[src/rtl/issue_stage.sv]
// issue_stage: dual-issue of a fetched pair to even/odd pipes, splitting on pipe conflict or RAW
module issue_stage (
  input  logic        clock,
  input  logic        reset,
  input  logic        in_valid,
  input  logic [0:31] first_inst,
  input  logic [0:31] second_inst,
  input  logic [0:31] pc_in,
  input  logic        flush,
  input  logic        hold,
  output logic        stall,
  output logic [0:31] even_inst,
  output logic [0:31] odd_inst,
  output logic [0:31] even_pc,
  output logic [0:31] odd_pc,
  output logic        even_valid,
  output logic        odd_valid
);
  typedef enum logic [1:0] {NOP, EVEN, ODD} pclass_t;
  typedef enum logic {PAIR, SPLIT} state_t;
  // Opcode bit 2 selects the odd pipe (loads, stores); the all-zero-but-last opcode is the filler
  function automatic pclass_t pipe_class(input logic [0:10] op);
    return (op == 11'b00000000001) ? NOP : op[2] ? ODD : EVEN;
  endfunction
  // Stores (opcode prefix 0010) read rt rather than writing it
  function automatic logic writes_rt(input logic [0:10] op);
    return pipe_class(op) != NOP && op[0:3] != 4'b0010;
  endfunction
  state_t      state;
  logic [0:31] held_inst, held_pc;
  pclass_t     c1, c2, ch;
  logic        split, go_split;
  logic        ev_n, ov_n;
  logic [0:31] ei_n, ep_n, oi_n, op_n;
  assign c1 = pipe_class(first_inst[0:10]);
  assign c2 = pipe_class(second_inst[0:10]);
  assign ch = pipe_class(held_inst[0:10]);
  assign split = (c1 == NOP || c2 == NOP) ? 1'b0 :
                 (c1 == c2) || (writes_rt(first_inst[0:10]) &&
                 (first_inst[25:31] == second_inst[11:17] || first_inst[25:31] == second_inst[18:24]));
  assign go_split = state == PAIR && in_valid && split;
  assign stall = !reset && !flush && (hold || go_split);
  always_comb begin
    {ev_n, ei_n, ep_n, ov_n, oi_n, op_n} = '0;
    if (state == SPLIT) begin
      if (ch == EVEN) {ev_n, ei_n, ep_n} = {1'b1, held_inst, held_pc};
      if (ch == ODD) {ov_n, oi_n, op_n} = {1'b1, held_inst, held_pc};
    end else if (in_valid) begin
      if (c1 == EVEN) {ev_n, ei_n, ep_n} = {1'b1, first_inst, pc_in};
      if (c1 == ODD) {ov_n, oi_n, op_n} = {1'b1, first_inst, pc_in};
      if (!split && c2 == EVEN) {ev_n, ei_n, ep_n} = {1'b1, second_inst, pc_in + 32'd4};
      if (!split && c2 == ODD) {ov_n, oi_n, op_n} = {1'b1, second_inst, pc_in + 32'd4};
    end
  end
  always_ff @(posedge clock) begin
    if (reset || flush) begin
      state <= PAIR;
      held_inst <= '0;
      held_pc <= '0;
      {even_valid, even_inst, even_pc, odd_valid, odd_inst, odd_pc} <= '0;
    end else if (!hold) begin
      {even_valid, even_inst, even_pc, odd_valid, odd_inst, odd_pc} <= {ev_n, ei_n, ep_n, ov_n, oi_n, op_n};
      state <= go_split ? SPLIT : PAIR;
      if (go_split) begin
        held_inst <= second_inst;
        held_pc <= pc_in + 32'd4;
      end
    end
  end
endmodule

[config.mk]
export PLATFORM = sky130hd
export DESIGN_NAME = issue_stage
export DESIGN_NICKNAME = d
export VERILOG_FILES = /design/src/rtl/issue_stage.sv
export SDC_FILE = /design/constraint.sdc
export NUM_CORES = 1
export LEC_CHECK = 0
export CORE_MARGIN = 4
export CORE_UTILIZATION = 45
export CTS_BUF_LIST = sky130_fd_sc_hd__clkbuf_4
export CTS_CLUSTER_DIAMETER = 100
export DETAILED_ROUTE_END_ITERATION = 8
export HOLD_SLACK_MARGIN = 0.1
export PLACE_DENSITY = 0.72
export SLEW_MARGIN = 0
export SYNTH_ARGS = -nofsm -noshare
export SYNTH_HDL_FRONTEND = slang
export SYNTH_SLANG_ARGS = --single-unit
[constraint.sdc]
create_clock -name clock -period 3.04 [get_ports clock]
set_clock_uncertainty 0.2 [all_clocks]
set_input_delay 0.456 -clock clock [delete_from_list [all_inputs] [get_ports clock]]
set_output_delay 0.456 -clock clock [all_outputs]
set_load 0.05 [all_outputs]
* After elaboration in Yosys (flattened, before gate mapping)
Cells that the tools add are included.
** Storage, ports and cells
- Register bits :: 195
- Output and inout port bits :: 131
- Input bits :: 101
- Bits in read-only memories :: 0
- Memories kept :: 0
- Word-level logic and storage cells :: 83
- RAM bits :: 0
- Bits in latches :: 0
** Operators by class
- Reductions and logical operators :: 20
- $lt $le $gt $ge :: 0
- Shift operators :: 0
- Bitwise operators :: 2
- Multiplexer cells :: 38
- Eq/ne operators :: 13
- Div/mod/pow operators :: 0
- Add/sub/neg operators :: 1
- Multiply operators :: 0
** Operators with widths (count)
- $mux 32 :: 20
- $eq 11x1->1 const B :: 3
- $add 32x3->32 const B :: 1
- $eq 7x7->1 :: 2
- $mux 1 :: 12
- $mux 2 :: 6
- $logic_and 1x1->1 :: 8
- $eq 2x1->1 const B :: 3
- $eq 2x2->1 const B :: 3
- $logic_or 1x1->1 :: 5
- $logic_not 2->1 :: 2
- $ne 4x2->1 const B :: 1
- $logic_not 1->1 :: 3
- $eq 2x2->1 :: 1
- $not 1->1 :: 2
- $reduce_and 2->1 :: 1
- $reduce_bool 2->1 :: 1

* Longest topological paths before layout
- Depth after elaboration :: 12
- Gate-level depth with buffers :: 9
- Mapped depth without buffers :: 7

* Least setup slack after synthesis
Ideal clock, no wire load.
- Kind :: input port to output port
- From :: input second_inst[12] (netlist bit)
- To :: output stall
- Setup slack :: 0.088 ns
- Data arrival time :: 2.296 ns
- Data required time :: 2.384 ns
- Stages on the path :: 5
- Buffers on the path :: 1
- Cells stage by stage :: xor2_1 -> o41a_1 -> buf_2 -> a211o_1 -> a21oi_1
** On the way
- Longest elaborated chain between the ends :: 8
** Ends and longest elaborated chain
- from (decl) :: RTL line 7 : input logic [0:31] second_inst,
- $eq 7x7->1 :: RTL line 40 : (first_inst[25:31] == second_inst[11:17] || first_inst[25:31] == second_inst[18:24]));
- $logic_or 1x1->1 :: RTL line 40
- $logic_and 1x1->1 :: RTL line 39 : (c1 == c2) || (writes_rt(first_inst[0:10]) &&
- $logic_or 1x1->1 :: RTL line 39
- $mux 1 :: RTL line 38 : assign split = (c1 == NOP || c2 == NOP) ? 1'b0 :
- $logic_and 1x1->1 :: RTL line 41 : assign go_split = state == PAIR && in_valid && split;
- $logic_or 1x1->1 :: RTL line 42 : assign stall = !reset && !flush && (hold || go_split);
- $logic_and 1x1->1 :: RTL line 42
- to (decl) :: RTL line 11 : output logic stall,
No other way between the ends.

* Worst setup path in the final report
- From :: input first_inst[8] (netlist bit)
- To :: output stall
** On the way
- Longest elaborated chain between the ends :: 10
** Ends and longest elaborated chain
- from (decl) :: RTL line 6 : input logic [0:31] first_inst,
- $eq 11x1->1 (*) :: RTL line 23 : return (op == 11'b00000000001) ? NOP : op[2] ? ODD : EVEN;
- $mux 2 (*) :: RTL line 23
- $reduce_bool 2->1 :: RTL line 27 : return pipe_class(op) != NOP && op[0:3] != 4'b0010;
- $logic_and 1x1->1 :: RTL line 27
- $logic_and 1x1->1 :: RTL line 39
- $logic_or 1x1->1 :: RTL line 39
- $mux 1 (*) :: RTL line 38
- $logic_and 1x1->1 (*) :: RTL line 41
- $logic_or 1x1->1 (*) :: RTL line 42
- $logic_and 1x1->1 (*) :: RTL line 42
Mark *: on every way between the ends. The rest lies on a longest branch, timed or not.

==> summary.md <==
The post-detailed-routing wire length came out at 40.7 mm. The max capacitance violation total was 0. The run gives 12,600 as the via total after detailed routing. The total of flip-flops plus latches after synthesis was 195. The worst register-to-register path ends at even_inst[26]$_SDFFE_PN0N_. In this design, the stage delay of the slowest critical-path cell is 580 ps. Global routing finished with a remaining overflow of 0. After routing, the total negative slack on setup checks comes to 0 ps.

The post-route minimum period came out at 2980 ps. At the worst endpoint, the arrival time is 2320 ps. The leading cell type by number of instances after synthesis is nand2_1. TritonCTS built the clock tree. The reg2reg setup slack is 420 ps, and the detail-routed net length per standard cell is 19.6 um. For the worst flop-to-flop path, the logic depth is 7. Most frequently used flop master after synthesis: dfxtp_1.

The tools report the post-synth design cell area as 11,100 um2. Among the stages of the critical path, the cell type that occurs most often is buf_4. The remaining antenna violation count after routing was 0. The cell depth of the worst hold path was 4.

Startpoint-to-endpoint class of the critical path: input pin to primary output. At the later pin of the worst-skew pair, clock insertion delay measures 610 ps. The number of remaining DRC errors is 0.

The largest total area in the synthesized netlist belongs to dfxtp_1. The via count of the first global-routing pass is 12,000, and the count of input and output buffers is 231. Biggest fanout along the worst timing path: 2.

The mean area per synthesized cell came out at 7.52 um2. Prior to clock tree synthesis, the placed netlist has a worst setup slack of -247 ps. Per report_power, the sequential group accounts for 46.9% of the total. In the routed layout, each cell is associated on average with a via count of 6.06. The master of the slowest instance on the critical path was or4_4. The number of standard cells after synthesis came out at 1,472. Net switching is 34.7% of the power. The tools report the reg-to-reg startpoint as held_inst[0]$_SDFFE_PN0P_. Final count of pins violating max slew: 0. Compared with the post-synthesis result, the final layout area differs by 35.7%. The worst pin sits at a relative slew slack of 58.4%. The logs give 232 for the number of I/O pins and 27.1% for the fraction of power consumed by combinational cells. Setup repair after global routing left no endpoint under its margin.

In the post-synthesis netlist, the biggest area contributors are dfxtp_1 (35%), a211oi_1 (9.6%), nand2_1 (9.0%). The kind of capture point of the worst setup path is a primary output. The initial antenna violation count is 2, and the measured slew at the worst slew-check pin is 624 ps. The row count is 57, and the horizontal die dimension is 165 um. The first global-routing pass estimated 63.7 mm of wire.

The path type of the worst min-delay path is input pin to flop. The DRC violation total after the first TritonRoute iteration is 1,298. Of the available clock period, the critical path in the final layout requires 97.9%. Counting flops with a built-in enable in the synthesized netlist gives 0. The initial utilization of the core area, before any placement, comes to 45.7%. The logs give 0 for the number of failing setup endpoints in the final timing report and 2 for the number of buffers between clock root and the deepest sink. Total count of hold-check failures in the final report: 0.

In this run the vertical extent of the chip is 165 um. The worst-case vdd ir drop was 0.000196 V; the share of synthesized registers carrying an async set or reset was 0%. For hold timing, the worst endpoint is held_inst[12]$_SDFFE_PN0P_. For the part of the Yosys area used for sequential elements, the log shows 35.3%. The die covers 27,200 um2.

The maximum number of pins on one net before global-route repair came out at 88. The tools report the clock tree root buffer cell as clkbuf_4. Clock-pin slew was measured on the worst setup and hold paths at 150 ps. Kind of launch point of the worst setup path: an input pin. The H-tree generated during clock tree synthesis spans 4 levels. The commonest cells after synthesis are nand2_1 (267), dfxtp_1 (195), nor2_1 (166). The post-detailed-placement half-perimeter wirelength was 27.7 mm; the clock sink count was 195.

Yosys printed 0 warnings. In the final layout, flip-flops and latches occupy 3900 um2. In this run the static leakage power is 5.57 nW.

Clock share of power: 26.0%. The number of clock buffers added by TritonCTS is 17. The post-route netlist has 12.2% of its cells at a drive strength greater than 1. The synthesized netlist contains 50 unique library cells.

The first-pass iteration count of the detailed router is 8. The run finished with clean final reports. Traced cell by cell, the critical path runs through clkdlybuf4s50_1 > or4_4 > nor4_4 > buf_4 > a211o_1 > a21oi_2 > buf_4 > buf_12.

In the post-route analysis, the smallest setup slack over all paths is 63.4 ps. Counting the fill cells in the layout gives 2,174. In the final design database the tool counted 1,839 nets.

The tools report the worst hold path startpoint as second_inst[12]. The final RePlAce weighted congestion is 0.903. Summed over all nets, the switching power comes to 1.99 mW.

The tools report the area taken by multi-input logic gates as 6510 um2. Cell internal power was estimated by the tool at 3.75 mW. In this run the power density over the cells is 382 nW/um2. Static timing analysis puts the maximum clock frequency at 0.336 GHz. STA puts the critical path data required time at 2380 ps. The region available for standard cell placement spans 24,200 um2. The synthesized net count is 1,574, and the worst-case hold slack is 127 ps.

The global routing usage summed across all routing layers came out at 29.2%. The synthesized design devotes to its leading area cell type 35.3% of total area.
-- placed cells by master (no fill, tap or decap), drive strengths merged, types with 30 or more instances in the layout --
cell and n:
a211oi 142, a21oi 55, buf 155, clkdlybuf4s50 208, dfxtp 195, inv 51, mux2i 45, nand2 267
nand3 47, nand4 31, nor2 166, o21ai 56, o221ai 82, xnor2 30
-- flip-flops by register name, indices dropped and copies added, names as in the netlist --
| name | flops |
|---|---|
| even_pc | 32 |
| odd_valid | 1 |
| odd_inst | 32 |
| even_valid | 1 |
| held_inst | 32 |
| state | 1 |
| odd_pc | 32 |
| even_inst | 32 |
| held_pc | 32 |
-- cell type report --
cell class                 instances  area share (%)
antenna                            2          0.0333
clock buffer                      18           0.899
inverter                          46            1.18
tap                              324            2.70
multi-input combinational       1090            43.3
sequential                       195            26.0
clock inverter                    14            1.01
timing repair buffer             387            24.9
-- per-stage QoR --
| step | cell area (um2) | total power [mW] | utilization [%] | cells |
|---|---|---|---|---|
| after floorplan | 11100 | 3.56 | - | 1472 |
| after global placement | 14600 | 4.25 | 60.3 | 2032 |
| after detailed placement | 14600 | 4.27 | 60.3 | 2032 |
| after CTS | 14900 | 5.73 | 61.6 | 2069 |
| after global routing | 15000 | 5.95 | 62.0 | 2076 |
| final | 15000 | 5.74 | 62.0 | 2076 |
-- metal layers --
metal	up-vias	part of all wire, %	wire (um)	GRT usage (%)
li1	5892	-	-	-
met4	0	2.2	893	10.3
met2	754	45	18500	46.3
met5	-	0	0	0
met1	5868	42	17200	39.9
met3	76	10	4070	5.59
-- worst max-delay path by stage --
stage	slack [ps]	from	cells past startpoint	end
after detailed placement	-250	first_inst[30]	9	even_pc[14]$_SDFFE_PN0N_
after global routing	3	first_inst[27]	8	stall
after global placement	-230	first_inst[27]	9	even_pc[14]$_SDFFE_PN0N_
after floorplan	90	second_inst[12]	5	stall
after CTS	1	first_inst[6]	8	stall
final	60	first_inst[8]	8	stall
-- power by group through the flow --
| stage | sequential (mW) | combinational, mW | clock [mW] |
|---|---|---|---|
| after floorplan | 2.94 | 0.619 | 0 |
| after global placement | 2.75 | 1.51 | 0 |
| after detailed placement | 2.75 | 1.52 | 0 |
| after CTS | 2.69 | 1.53 | 1.50 |
| after global routing | 2.70 | 1.65 | 1.60 |
| final | 2.69 | 1.56 | 1.49 |
-- critical path, delay by kind of cell --
kind            cells  cell delay (ps)
buf+inv             4              930
simple gates        2              760
compound gates      2              180
-- cell families after synthesis --
| kind of cell | after synthesis | synth area share, % |
|---|---|---|
| xor gates and xnor gates | 45 | 3.56 |
| and+or+nand+nor | 577 | 22.6 |
| AOI/OAI and AO/OA | 422 | 27.7 |
| buffers and inverters | 187 | 6.70 |
| adders and majority gates | 1 | 0.113 |
| muxes | 45 | 4.07 |
| DFF | 195 | 35.3 |
-- timing repair --
item | CTS | global route
hold buffers | 0 | 3
hold endpoints to repair | 0 | 5
gates resized for setup | 19 | 10
buffers inserted | 5 | 2
setup endpoints to repair | 1 | 1
cloned | 0 | 0
pin swaps | 5 | 5
Power figures use the tool's default switching activity.
